`config.mk`:
```
export PLATFORM = sky130hd
export DESIGN_NAME = mul_sched
export DESIGN_NICKNAME = d
export VERILOG_FILES = /design/src/rtl/mul_sched.sv
export SDC_FILE = /design/constraint.sdc
export NUM_CORES = 1
export LEC_CHECK = 0
export ABC_AREA = 1
export ABC_CLOCK_PERIOD_IN_PS = 8150
export CAP_MARGIN = 10
export CORE_MARGIN = 2
export CORE_UTILIZATION = 45
export CTS_CLUSTER_SIZE = 16
export DETAILED_ROUTE_END_ITERATION = 8
export PLACE_DENSITY = 0.66
export SYNTH_ARGS = -nofsm -noshare
export SYNTH_HDL_FRONTEND = slang
export SYNTH_SLANG_ARGS = --single-unit
```
`constraint.sdc`:
```
create_clock -name CLK -period 8.15 [get_ports CLK]
set_input_delay 1.63 -clock CLK [delete_from_list [all_inputs] [get_ports CLK]]
set_output_delay 1.63 -clock CLK [all_outputs]
set_load 0.005 [all_outputs]
```
`src/rtl/mul_sched.sv`:
```
`default_nettype none
// ============================================================================
// Module   : mul_sched (+ calc_mul)
// Brief    : Two-requester round-robin scheduler around one shared 16x16
//            radix-4 Booth multiplier with per-requester result registers.
// Revision : 1.0 - initial release
// ============================================================================

module calc_mul (
   input  logic [15:0] a,
   input  logic [15:0] b,
   input  logic [2:0]  m,
   input  logic        en,
   output logic [31:0] p
);
   logic [31:0] w_a32;
   logic [18:0] w_bz;
   logic [31:0] w_pp;
   logic [31:0] w_acc;

   // Operands are widened to 17-bit signed so one Booth array covers both
   // signed and unsigned modes; only the low 32 product bits are kept.
   always_comb begin
      w_a32 = {{16{a[15] & ~m[1]}}, a};
      w_bz  = {{2{b[15] & ~m[0]}}, b, 1'b0};
      w_pp  = '0;
      w_acc = '0;
      for (int j = 0; j < 9; j++) begin
         case (w_bz[2*j +: 3])
            3'b001, 3'b010: w_pp = w_a32;
            3'b011:         w_pp = w_a32 << 1;
            3'b100:         w_pp = -(w_a32 << 1);
            3'b101, 3'b110: w_pp = -w_a32;
            default:        w_pp = '0;
         endcase
         w_acc = w_acc + (w_pp << (2*j));
      end
      p = en ? (m[2] ? {16'h0, w_acc[31:16]} : w_acc) : '0;
   end
endmodule

module mul_sched (
   input  logic        CLK,
   input  logic        RSTn,
   input  logic        REQ0_VALID,
   input  logic        REQ1_VALID,
   output logic        REQ0_READY,
   output logic        REQ1_READY,
   input  logic [15:0] REQ0_A,
   input  logic [15:0] REQ1_A,
   input  logic [15:0] REQ0_B,
   input  logic [15:0] REQ1_B,
   input  logic [2:0]  REQ0_M,
   input  logic [2:0]  REQ1_M,
   input  logic        KILL0,
   input  logic        KILL1,
   output logic        RSP0_VALID,
   output logic        RSP1_VALID,
   input  logic        RSP0_READY,
   input  logic        RSP1_READY,
   output logic [31:0] RSP0_DATA,
   output logic [31:0] RSP1_DATA,
   output logic        BUSY
);
   logic        r_s1_valid;
   logic        r_s1_owner;
   logic [15:0] r_s1_a;
   logic [15:0] r_s1_b;
   logic [2:0]  r_s1_m;
   logic        r_r0_valid;
   logic [31:0] r_r0_data;
   logic        r_r1_valid;
   logic [31:0] r_r1_data;
   logic        r_pri;

   logic        w_drain0;
   logic        w_drain1;
   logic        w_kill_own;
   logic        w_room;
   logic        w_adv;
   logic        w_s1_kill;
   logic        w_can;
   logic        w_elig0;
   logic        w_elig1;
   logic        w_grant0;
   logic        w_grant1;
   logic        w_acc;
   logic [31:0] w_prod;

   calc_mul u_calc_mul (
      .a  (r_s1_a),
      .b  (r_s1_b),
      .m  (r_s1_m),
      .en (r_s1_valid),
      .p  (w_prod)
   );

   always_comb begin
      w_drain0   = r_r0_valid & RSP0_READY;
      w_drain1   = r_r1_valid & RSP1_READY;
      w_kill_own = r_s1_owner ? KILL1 : KILL0;
      w_room     = r_s1_owner ? (~r_r1_valid | w_drain1) : (~r_r0_valid | w_drain0);
      w_adv      = r_s1_valid & w_room & ~w_kill_own;
      w_s1_kill  = r_s1_valid & w_kill_own;
      w_can      = ~r_s1_valid | w_adv | w_s1_kill;
      w_elig0    = REQ0_VALID & ~KILL0;
      w_elig1    = REQ1_VALID & ~KILL1;
      w_grant0   = w_elig0 & (~w_elig1 | ~r_pri);
      w_grant1   = w_elig1 & (~w_elig0 | r_pri);
      // Ready is held low while reset is asserted so all outputs read 0.
      REQ0_READY = RSTn & w_can & w_grant0;
      REQ1_READY = RSTn & w_can & w_grant1;
      w_acc      = REQ0_READY | REQ1_READY;
   end

   always_ff @(posedge CLK or negedge RSTn) begin
      if (!RSTn) begin
         r_s1_valid <= 1'b0;
         r_s1_owner <= 1'b0;
         r_s1_a     <= '0;
         r_s1_b     <= '0;
         r_s1_m     <= '0;
         r_pri      <= 1'b0;
      end else begin
         if (w_acc) begin
            r_s1_valid <= 1'b1;
            r_s1_owner <= REQ1_READY;
            r_s1_a     <= REQ1_READY ? REQ1_A : REQ0_A;
            r_s1_b     <= REQ1_READY ? REQ1_B : REQ0_B;
            r_s1_m     <= REQ1_READY ? REQ1_M : REQ0_M;
            r_pri      <= ~REQ1_READY;
         end else if (w_adv || w_s1_kill) begin
            r_s1_valid <= 1'b0;
         end
      end
   end

   // Kill wins over advance and drain; an advance landing on a draining
   // register keeps it valid with the new product.
   always_ff @(posedge CLK or negedge RSTn) begin
      if (!RSTn) begin
         r_r0_valid <= 1'b0;
         r_r0_data  <= '0;
         r_r1_valid <= 1'b0;
         r_r1_data  <= '0;
      end else begin
         if (KILL0) begin
            r_r0_valid <= 1'b0;
         end else if (w_adv && !r_s1_owner) begin
            r_r0_valid <= 1'b1;
            r_r0_data  <= w_prod;
         end else if (w_drain0) begin
            r_r0_valid <= 1'b0;
         end
         if (KILL1) begin
            r_r1_valid <= 1'b0;
         end else if (w_adv && r_s1_owner) begin
            r_r1_valid <= 1'b1;
            r_r1_data  <= w_prod;
         end else if (w_drain1) begin
            r_r1_valid <= 1'b0;
         end
      end
   end

   assign RSP0_VALID = r_r0_valid;
   assign RSP1_VALID = r_r1_valid;
   assign RSP0_DATA  = r_r0_data;
   assign RSP1_DATA  = r_r1_data;
   assign BUSY       = r_s1_valid | r_r0_valid | r_r1_valid;
endmodule

`default_nettype wire

```
==> results of run 1 <==
path summary, 6_finish.rpt:
check                      cells after the start  slack [ps]                        end                     start
max                                           31         860  RSP0_DATA[13]$_DFFE_PN0P_     r_s1_a[0]$_DFFE_PN0P_
min                                            2         480   RSP0_DATA[0]$_DFFE_PN0P_  RSP0_DATA[0]$_DFFE_PN0P_
max reg2reg                                   31         860  RSP0_DATA[13]$_DFFE_PN0P_     r_s1_a[0]$_DFFE_PN0P_
min reg2reg                                    2         480   RSP0_DATA[0]$_DFFE_PN0P_  RSP0_DATA[0]$_DFFE_PN0P_
max in group asynchronous                      2        5640  RSP0_DATA[26]$_DFFE_PN0P_                      RSTn
min in group asynchronous                      1        1200      r_s1_b[9]$_DFFE_PN0P_                      RSTn
layout make-up:
cell class                 instances  area share
tap                              390      0.0309
multi-input combinational       1277       0.595
clock inverter                     6     0.00530
sequential                       104       0.165
antenna                            1    0.000158
inverter                         316      0.0755
clock buffer                      10      0.0145
timing repair buffer             191       0.114
kinds of logic (layout without fill, tap and decap cells):
| family | after synthesis | count (layout) | share of synthesized area |
|---|---|---|---|
| adder cells (fa/ha/maj) | 196 | 196 | 0.260 |
| flip-flops | 104 | 104 | 0.191 |
| XOR/XNOR | 19 | 19 | 0.0122 |
| AO/OA/AOI/OAI | 488 | 488 | 0.225 |
| AND/OR/NAND/NOR | 574 | 574 | 0.193 |
| buffers and inverters | 409 | 523 | 0.118 |
| other | 0 | 1 | 0 |
sequential cells by signal, summed over array words and instances (netlist names):
signal and flops:
r_pri 1, RSP0_VALID 1, r_s1_valid 1, RSP1_VALID 1, r_s1_owner 1, RSP1_DATA 32
r_s1_a 16, r_s1_b 16, RSP0_DATA 32, r_s1_m 3
worst register-to-register path: cells and delay by family (launching register included):
family / cells / cell delay, ps
DFF: 1 / 380
and+or+nand+nor: 15 / 2550
adders and majority gates: 6 / 2720
AOI/OAI and AO/OA: 2 / 520
buffers and inverters: 8 / 1030
cell usage in the layout (no fill, tap or decap), drive strengths merged, types with 17 or more instances in the layout:
cell type / n
a21oi: 76
dfrtp: 104
o221ai: 17
nor2: 106
a221o: 21
o21ai: 167
buf: 46
nand2: 351
clkdlybuf4s50: 145
a221oi: 37
inv: 309
ha: 51
o22ai: 92
nand3: 77
o21bai: 33
fa: 145
layer usage:
layer | wire length [um] | part of all wire | global-route usage
met3 | 6830 | 0.12 | 0.117
met1 | 23800 | 0.41 | 0.503
met4 | 3220 | 0.056 | 0.181
met5 | 13 | 0.00023 | 0
met2 | 23700 | 0.41 | 0.530
through the flow:
| stage | area, um2 | setup slack [ps] | instances | utilization | hold slack, ps |
|---|---|---|---|---|---|
| floorplan | 13600 | 1990 | 1790 | - | 449 |
| global placement | 15500 | 1090 | 2278 | 0.521 | 463 |
| detailed placement | 15500 | 1120 | 2278 | 0.521 | 470 |
| CTS | 15800 | 1090 | 2294 | 0.532 | 490 |
| global route | 15800 | 462 | 2294 | 0.532 | 504 |
| finish | 15800 | 864 | 2295 | 0.532 | 484 |
==> results.txt, run 1 <==
* Final net count: 2173
- Biggest area consumer among synthesized cells: fa_1
* Critical-path cell with the highest stage delay: fa_1
- Worst Hold Class: flop to flop
- Yosys mapped a number of flops with a built-in enable equal to 0.
- Dividing the final minimum period by the clock period gives 0.894.
* Category of the worst setup path capture point: flop
- CTS placed an instance of clkbuf_16 at the clock tree root.
* Top cell types by occurrence after synthesis: nand2_1, inv_1, o21ai_0
- TritonCTS built the clock tree.
- TritonCTS Buffers: 9
- IO Port Bufs: 146
- Total Routed Length: 57.6 mm
* Initial drt markers: 1635
- Slew Limit Headroom: 0.163
- Final critical-path required period: 7290 ps
- Worst-Margin Slew: 1250 ps
- The number of global-route vias before repair is 13.9k.
- In this run the core area contains 63 standard-cell rows.
- For this configuration, the core starts out at a cell density of 0.458.
- Crit path launch type: flop
* Proportion of synthesized chip area in sequential cells: 0.191
* # H-tree levels: 3
- Area of the die: 31700 um2
- Share of flip-flops with an asynchronous set or reset after synthesis: 1.00
- Max-cap violations in this run came to 0.
- Final Max Slew Viols: 0
* Antenna violations before repair: 1
* Number of nets produced by synthesis: 2064
- For this run, the top clock speed supported by timing is 137 MHz.
- Setup-failing EPs final: 0
* Arrival time at the worst endpoint: 7560 ps
- Top cells by area in the synthesized netlist: fa_1, dfrtp_1, nand2_1, inv_1, o21ai_0
* Buffering stage count on the worst path with inverters included: 8
* Area of the core region: 29700 um2
* DRC violation count after routing: 0
* Die extent in y: 178 um
* Setup TNS after final layout: 0 ps
- A synthesized cell averages 7.61 um2.
- The congestion estimate from routability-driven global placement came to 1.03.
* Share of cells above drive strength 1: 0.0730
* Total area of multi-input combinational cells: 9410 um2
* Synth cell types: 52
- The number of hold buffers added after CTS was 0.
* Clock buffer depth: 2
* Clk sink count: 104
- Path type of the worst setup path: flop to flop
- Synthesized flop and latch total: 104
- First-pass GRT wire length: 85.7 mm
- Max stage delay on crit path: 540 ps
- The number of gates resized after CTS was 0.
- The layout has 2928 filler cells.
- Gate family responsible for the most delay along the worst path: adder cells
- Most used cell along the critical path: inv_1
* Post-route antenna net violation count: 0
- Average routed wire per standard cell: 25.1 um
- Clock-pin slew reported for the worst setup and hold paths after clock tree synthesis: 80 ps
* Via total after detailed routing: 14.0k
- Total congestion overflow: 0
- Post-route clock skew: 8.92 ps
- All-layer global routing usage: 0.370
* Number of standard cells after synthesis: 1790
* Register Area: 2600 um2
- 147 I/O pins were placed.
* Endpoint required time on the critical path: 8430 ps
- Most instantiated flip-flop cell in the synthesis netlist: dfrtp_1
- Clock latency on the worst-skew pair: 380 ps
* Maximum fanout encountered on the critical timing path: 14
* Growth of design area from synthesis to finish: 16.0%
* Horiz. Die Dim: 178 um
- Maximum number of pins on one net before global-route repair: 73
- The most common cell in the synthesized netlist is nand2_1.
- Buffers added to address setup during post-CTS repair amount to 0.
* Number of hold-slack violations in the final timing report: 0
* DPL Wire Length: 44.5 mm
* Fraction of synthesized cell area taken by the top area cell type: 0.213
* RSZ-0062 raised after global routing: false
- Result of the run: completed
- Dividing the detail-routed via count by the number of cells gives 6.11.
- The pre-antenna-repair detailed-routing pass consisted of 7 iterations.
- For this run, the number of Yosys warnings is 0.
- In this run the cell area of the synthesized design comes to 13600 um2.
Power of run 1 is left out: the tool's default activity adds up to more than one toggle a clock period on the data nets, which glitch-free logic cannot reach.
==> run 2: changes to the inputs <==
CTS_CLUSTER_DIAMETER = 30   (was unset)
CTS_CLUSTER_SIZE = 30   (was 16)
==> results of run 2 <==
No change in the layout: final DEF, timing and power equal those of run 1.
Power of run 2 is left out for the same reason.
